**config.mk**
```make
export PLATFORM = sky130hd
export DESIGN_NAME = txt_writer
export DESIGN_NICKNAME = d
export VERILOG_FILES = /design/src/rtl/txt_writer.sv
export SDC_FILE = /design/constraint.sdc
export NUM_CORES = 1
export LEC_CHECK = 0
export CAP_MARGIN = 20
export CORE_MARGIN = 8
export CORE_UTILIZATION = 40
export CTS_BUF_LIST = sky130_fd_sc_hd__clkbuf_8
export DETAILED_ROUTE_END_ITERATION = 12
export DONT_BUFFER_PORTS = 1
export PLACE_DENSITY = 0.59
export SETUP_SLACK_MARGIN = 0.4
export SYNTH_ARGS = -nofsm -noshare
export SYNTH_HDL_FRONTEND = slang
export SYNTH_SLANG_ARGS = --single-unit
```
**constraint.sdc**
```tcl
create_clock -name CLOCK_50 -period 3.35 [get_ports CLOCK_50]
set_clock_uncertainty 0.15 [all_clocks]
set_input_delay 0.67 -clock CLOCK_50 [delete_from_list [all_inputs] [get_ports CLOCK_50]]
set_output_delay 0.67 -clock CLOCK_50 [all_outputs]
set_load 0.02 [all_outputs]
```
**src/rtl/txt_writer.sv**
```systemverilog
// txt_writer: character-stream writer for the 40x24 interleaved text page.
// Accepts bytes over a valid/ready handshake, places printable characters at
// a hardware cursor and handles CR, BS, line wrap and end-of-page handling.
// Build option: define TXT_WRITER_SCROLL_EN to scroll the page up on a newline
// at row 23. Without it the cursor wraps to row 0 and that row is blanked.
//
// state     | meaning
// ----------+-------------------------------------------------------------
// CLEAR     | blanking the whole page after reset, one cell per cycle
// IDLE      | ready for a character
// PUT       | writing the latched character at the cursor
// NEWLINE   | moving the cursor to column 0 of the next row
// SCROLL_RD | presenting the source cell (row below) on the read port
// SCROLL_WR | writing the returned byte into the destination cell
// CLRLINE   | blanking the cursor row after a scroll or page wrap
module txt_writer #(
   parameter logic [15:0] BASE  = 16'h0400,
   parameter logic [7:0]  BLANK = 8'hA0
) (
   input  logic        CLOCK_50,
   input  logic        reset,
   input  logic        ch_valid,
   input  logic [7:0]  ch_data,
   output logic        ch_ready,
   output logic [15:0] txt_wadr,
   output logic [7:0]  txt_wdata,
   output logic        txt_we,
   output logic [15:0] txt_radr,
   input  logic [7:0]  txt_rq,
   output logic [4:0]  cur_row,
   output logic [5:0]  cur_col,
   output logic        busy
);

   localparam logic [4:0] LAST_ROW = 5'd23;
   localparam logic [5:0] LAST_COL = 6'd39;

   typedef enum logic [2:0] {
      CLEAR,
      IDLE,
      PUT,
      NEWLINE,
`ifdef TXT_WRITER_SCROLL_EN
      SCROLL_RD,
      SCROLL_WR,
`endif
      CLRLINE
   } state_t;

   state_t      state_q, state_d;
   logic [4:0]  row_q, sc_row_q;
   logic [5:0]  col_q, sc_col_q;
   logic [6:0]  ch_q;
   logic        hold_q;
   logic        we_c;
   logic [15:0] wadr_c;
   logic [7:0]  wdata_c;
   logic [6:0]  code;
   logic        hs;
   logic        unused_in;

   // Rows 0..7 are 0x80 apart; each group of eight rows is offset by 40 bytes.
   function automatic logic [15:0] adr(input logic [4:0] r, input logic [5:0] c);
      logic [15:0] band;
      band = 16'd40 * {14'd0, r[4:3]};
      return BASE + {6'd0, r[2:0], 7'd0} + band + {10'd0, c};
   endfunction

   assign code = ch_data[6:0];
   assign hs   = ch_valid & ch_ready;

   // Outputs are forced quiet while reset is held, whatever the state register holds.
   assign ch_ready  = ~reset & (state_q == IDLE) & ~hold_q;
   assign busy      = reset | (state_q != IDLE);
   assign txt_we    = we_c & ~reset;
   assign txt_wadr  = reset ? 16'd0 : wadr_c;
   assign txt_wdata = reset ? 8'd0 : wdata_c;
   assign cur_row   = reset ? 5'd0 : row_q;
   assign cur_col   = reset ? 6'd0 : col_q;

`ifdef TXT_WRITER_SCROLL_EN
   logic [15:0] radr_q;
   logic [15:0] rd_adr;
   assign rd_adr    = adr(sc_row_q + 5'd1, sc_col_q);
   assign txt_radr  = reset ? 16'd0 : ((state_q == SCROLL_RD) ? rd_adr : radr_q);
   assign unused_in = ch_data[7];

   // Read address register keeps the last presented address between scroll reads.
   always_ff @(posedge CLOCK_50) begin
      if (reset)
         radr_q <= 16'd0;
      else if (state_q == SCROLL_RD)
         radr_q <= rd_adr;
   end
`else
   assign txt_radr  = 16'd0;
   assign unused_in = ^{txt_rq, ch_data[7]};
`endif

   // State register.
   always_ff @(posedge CLOCK_50) begin
      if (reset)
         state_q <= CLEAR;
      else
         state_q <= state_d;
   end

   // Next state and buffer write port.
   always_comb begin
      state_d = state_q;
      we_c    = 1'b0;
      wadr_c  = 16'd0;
      wdata_c = 8'd0;
      case (state_q)
         CLEAR: begin
            we_c    = 1'b1;
            wadr_c  = adr(sc_row_q, sc_col_q);
            wdata_c = BLANK;
            if (sc_row_q == LAST_ROW && sc_col_q == LAST_COL)
               state_d = IDLE;
         end
         IDLE: begin
            if (hs) begin
               if (code >= 7'h20)
                  state_d = PUT;
               else if (code == 7'h0D)
                  state_d = NEWLINE;
            end
         end
         PUT: begin
            we_c    = 1'b1;
            wadr_c  = adr(row_q, col_q);
            wdata_c = {1'b1, ch_q};
            state_d = (col_q == LAST_COL) ? NEWLINE : IDLE;
         end
         NEWLINE: begin
            if (row_q != LAST_ROW)
               state_d = IDLE;
            else
`ifdef TXT_WRITER_SCROLL_EN
               state_d = SCROLL_RD;
`else
               state_d = CLRLINE;
`endif
         end
`ifdef TXT_WRITER_SCROLL_EN
         SCROLL_RD: state_d = SCROLL_WR;
         SCROLL_WR: begin
            we_c    = 1'b1;
            wadr_c  = adr(sc_row_q, sc_col_q);
            wdata_c = txt_rq;
            if (sc_row_q == LAST_ROW - 5'd1 && sc_col_q == LAST_COL)
               state_d = CLRLINE;
            else
               state_d = SCROLL_RD;
         end
`endif
         CLRLINE: begin
            we_c    = 1'b1;
            wadr_c  = adr(row_q, sc_col_q);
            wdata_c = BLANK;
            if (sc_col_q == LAST_COL)
               state_d = IDLE;
         end
         default: state_d = CLEAR;
      endcase
   end

   // Cursor, sweep counters, latched character and the one-cycle ready drop.
   always_ff @(posedge CLOCK_50) begin
      if (reset) begin
         row_q    <= 5'd0;
         col_q    <= 6'd0;
         sc_row_q <= 5'd0;
         sc_col_q <= 6'd0;
         ch_q     <= 7'd0;
         hold_q   <= 1'b0;
      end else begin
         hold_q <= 1'b0;
         case (state_q)
            CLEAR: begin
               if (sc_col_q == LAST_COL) begin
                  sc_col_q <= 6'd0;
                  if (sc_row_q == LAST_ROW) begin
                     sc_row_q <= 5'd0;
                     row_q    <= 5'd0;
                     col_q    <= 6'd0;
                  end else begin
                     sc_row_q <= sc_row_q + 5'd1;
                  end
               end else begin
                  sc_col_q <= sc_col_q + 6'd1;
               end
            end
            IDLE: begin
               if (hs) begin
                  ch_q <= code;
                  if (code < 7'h20 && code != 7'h0D) begin
                     hold_q <= 1'b1;
                     if (code == 7'h08 && col_q != 6'd0)
                        col_q <= col_q - 6'd1;
                  end
               end
            end
            PUT: col_q <= (col_q == LAST_COL) ? 6'd0 : col_q + 6'd1;
            NEWLINE: begin
               col_q    <= 6'd0;
               sc_row_q <= 5'd0;
               sc_col_q <= 6'd0;
               if (row_q != LAST_ROW)
                  row_q <= row_q + 5'd1;
`ifndef TXT_WRITER_SCROLL_EN
               else
                  row_q <= 5'd0;
`endif
            end
`ifdef TXT_WRITER_SCROLL_EN
            SCROLL_WR: begin
               if (sc_col_q == LAST_COL) begin
                  sc_col_q <= 6'd0;
                  sc_row_q <= (sc_row_q == LAST_ROW - 5'd1) ? 5'd0 : sc_row_q + 5'd1;
               end else begin
                  sc_col_q <= sc_col_q + 6'd1;
               end
            end
`endif
            CLRLINE: sc_col_q <= (sc_col_q == LAST_COL) ? 6'd0 : sc_col_q + 6'd1;
            default: ;
         endcase
      end
   end

endmodule

```
==> results_dict.tcl <==
set metrics [dict create \
    status "finished, final reports clean" \
    num-fill-cells 669 \
    fin_nets 417 \
    grt_max_degree 49 \
    fmax_mhz 316 \
    ys_warn_count 0 \
    cts_tree "built" \
    hold_buffers 0 \
    ctsRootBufferMaster "clkbuf_8" \
    rr_endpoint "row_q[4]$_SDFFE_PP0P_" \
    dp_hpwl_mm 5.62 \
    yosysSeqAreaShare 0.239 \
    min_path_type "primary input to register" \
    critPathSlowestCell "dfxtp_4" \
    antenna-diode-count 0 \
    synth_edf_count 0 \
    leakage_nw 1.29 \
    gr-total-overflow 0 \
    synth_area_leaders "dfxtp_1 (24%), nor2_1 (7.9%), ha_1 (7.7%), buf_4 (5.4%), a21oi_1 (4.5%)" \
    fin_crit_sh 0.945 \
    critPathMaxFanout 4 \
    vdd_ir_drop_max_mv 0.298 \
    synth_seq_cells 33 \
    maxSlewViolCount 0 \
    layout_common_cells "nor2_1 (54), dfxtp_1 (24), buf_4 (23)" \
    power_mw 1.27 \
    clock-sinks 33 \
    syn_to_final_growth_pct 15.6 \
    critPathCapture "txt_wadr[7]" \
    synth.avg_cell_area_um2 7.60 \
    instances_no_fill 459 \
    layout_commonest_cell "nor2_1" \
    multi_input_area_um2 2050 \
    grt_pass1_vias 2465 \
    vias_per_cell 5.73 \
    critPathKind "register to output port" \
    dp_cells 441 \
    pwr_density_cell_nw_per_um2 397 \
    htree_levels 2 \
    core_area_um2 6760 \
    synth_cell_types 55 \
    crit_chain "buf_4, ha_1, nor2b_1, o21a_1, xnor2_1, a211o_1, a211oi_2, buf_4" \
    yosys.area.top_type "dfxtp_1" \
    syn_area_um2 2770 \
    rsz0062_at_grt "true" \
    die_area_um2 9840 \
    grt_pass1_wl_mm 12.5 \
    num_io_pins 73 \
    grt_usage 0.155 \
    slowest_delay_ns 0.38 \
    firstDrtPassIters 4 \
    tightestPinTransition_ns 0.676 \
    cts_buffers 5 \
    via_count 2629 \
    drt-initial-drc-count 214 \
    finalCriticalPeriod_ns 3.16 \
    arrival_ns 2.34 \
    antenna_found_initial 0 \
    drtAntennaViolNets 0 \
    die_h_um 99.2 \
    seqCellArea_um2 682 \
    crit_start "row_q[3]$_SDFFE_PP0P_" \
    hold_viol 0 \
    drc 0 \
    crit_required_ns 2.53 \
    regToRegStartpoint "state_q[1]$_SDFFE_PP0P_" \
    tns_ns 0 \
    reg2reg_setup_slack_ns 0.83 \
    clk_latency_ns 0.28 \
    hold_path_depth 1 \
    row_count 30 \
    yosys_most_used_dff "dfxtp_1" \
    r2r_cells 7 \
    numPortBuffers 0 \
    syn_inst 364 \
    clkTransAtPathRegs_ns 0.07 \
    clk_path_buf_depth 2 \
    initial_core_util 0.410 \
    slew_headroom 0.546 \
    synth_top_area_share 0.239 \
    cp_common_cell "buf_4" \
    chipWidth_um 99.2 \
    routedWlPerCell_um 17.2 \
    setup_viol 0 \
    maxCapViolations 0 \
    drive_gt1_frac 0.206 \
    crit_path_start_kind "register" \
    crit_path_end_kind "output port" \
    async_flop_share 0 \
    gp_congestion 0.879 \
    drt-total-wl_mm 7.89 \
]
## per-layer routing
| metal | up-vias | global-route usage | routed length [um] |
|---|---|---|---|
| li1 | 1275 | - | - |
| met1 | 1238 | 0.191 | 3520 |
| met2 | 100 | 0.253 | 3540 |
| met3 | 16 | 0.0468 | 643 |
| met4 | 0 | 0.0524 | 178 |
| met5 | - | 0 | 0 |
## cell type report
type,instances,area share
clock buffer,6,0.0258
clock inverter,2,0.0106
inverter,12,0.0141
multi-input combinational,300,0.641
sequential,33,0.213
tap,80,0.0313
timing repair buffer,26,0.0645
## synth_stat cells, types with 2 or more instances
library cell / number
nor2_1: 58
dfxtp_1: 33
a21oi_1: 25
nand2_1: 21
buf_4: 20
ha_1: 17
nand3_1: 12
nor2b_1: 12
inv_1: 11
nor3_1: 11
o21ai_0: 11
xnor2_1: 11
and2_1: 10
clkbuf_1: 10
mux2i_1: 10
a22oi_1: 9
a21o_1: 5
nand3b_1: 5
nand4_1: 5
a211oi_1: 4
a31oi_1: 4
buf_1: 4
xor2_1: 4
and3_1: 3
fa_1: 3
nand2b_1: 3
o21a_1: 3
o22a_1: 3
a211o_1: 2
a21oi_2: 2
a22o_1: 2
a311oi_2: 2
a32oi_1: 2
buf_2: 2
nor3_2: 2
nor3b_1: 2
nor4_1: 2
o22ai_1: 2
## how the worst min path moves through the flow
stage	start	endpoint	slack, ns
after floorplan	ch_q[0]$_SDFFE_PP0N_	ch_q[0]$_SDFFE_PP0N_	0.30
after global placement	ch_q[4]$_SDFFE_PP0N_	ch_q[4]$_SDFFE_PP0N_	0.32
after detailed placement	ch_q[2]$_SDFFE_PP0N_	ch_q[2]$_SDFFE_PP0N_	0.33
after CTS	reset	col_q[3]$_SDFFE_PP0P_	0.29
after global routing	reset	col_q[3]$_SDFFE_PP0P_	0.28
final	reset	col_q[4]$_SDFFE_PP0P_	0.30
## sequential cells by signal, indices dropped and copies added, names as in the netlist
signal and cells:
hold_q 1, row_q 5, sc_row_q 5, ch_q 7, col_q 6, sc_col_q 6
state_q 3
## repair_timing
item	4_1_cts	5_1_grt
setup buffers	8	2
gates resized for setup	31	18
endpoints found under the setup margin	9	8
pin swaps	10	15
## power by group
part | total [mW] | leakage (nW) | internal [mW] | switching [mW]
sequential | 0.476 | 0.272 | 0.421 | 0.0549
clock | 0.385 | 0.0626 | 0.239 | 0.146
combinational | 0.408 | 0.952 | 0.141 | 0.268
total | 1.27 | 1.29 | 0.801 | 0.468
## worst max-delay path: cells and delay by family, from the launching register on
family,cells,cell delay [ns]
fa+ha+maj,1,0.33
flops,1,0.38
compound gates,3,0.75
xor+xnor,1,0.14
buf+inv,2,0.31
simple gates,1,0.15
## stage by stage
stage | util | hold WS, ns | worst slack [ns] | cell area (um^2)
floorplan | - | 0.305 | 0.421 | 2840
global placement | 0.420 | 0.316 | 0.273 | 2840
detailed placement | 0.420 | 0.333 | 0.250 | 2840
CTS | 0.459 | 0.285 | 0.182 | 3100
global route | 0.474 | 0.276 | 0.0544 | 3200
finish | 0.474 | 0.301 | 0.186 | 3200
## kinds of logic after synthesis
| kind of cell | after synthesis | share of synthesized area |
|---|---|---|
| buffers and inverters | 50 | 0.0990 |
| AOI/OAI and AO/OA | 85 | 0.211 |
| DFF | 33 | 0.239 |
| and+or+nand+nor | 149 | 0.264 |
| xor gates and xnor gates | 15 | 0.0475 |
| other | 1 | 0.00135 |
| adders and majority gates | 20 | 0.0986 |
| muxes | 11 | 0.0402 |
Power figures use the tool's default switching activity.
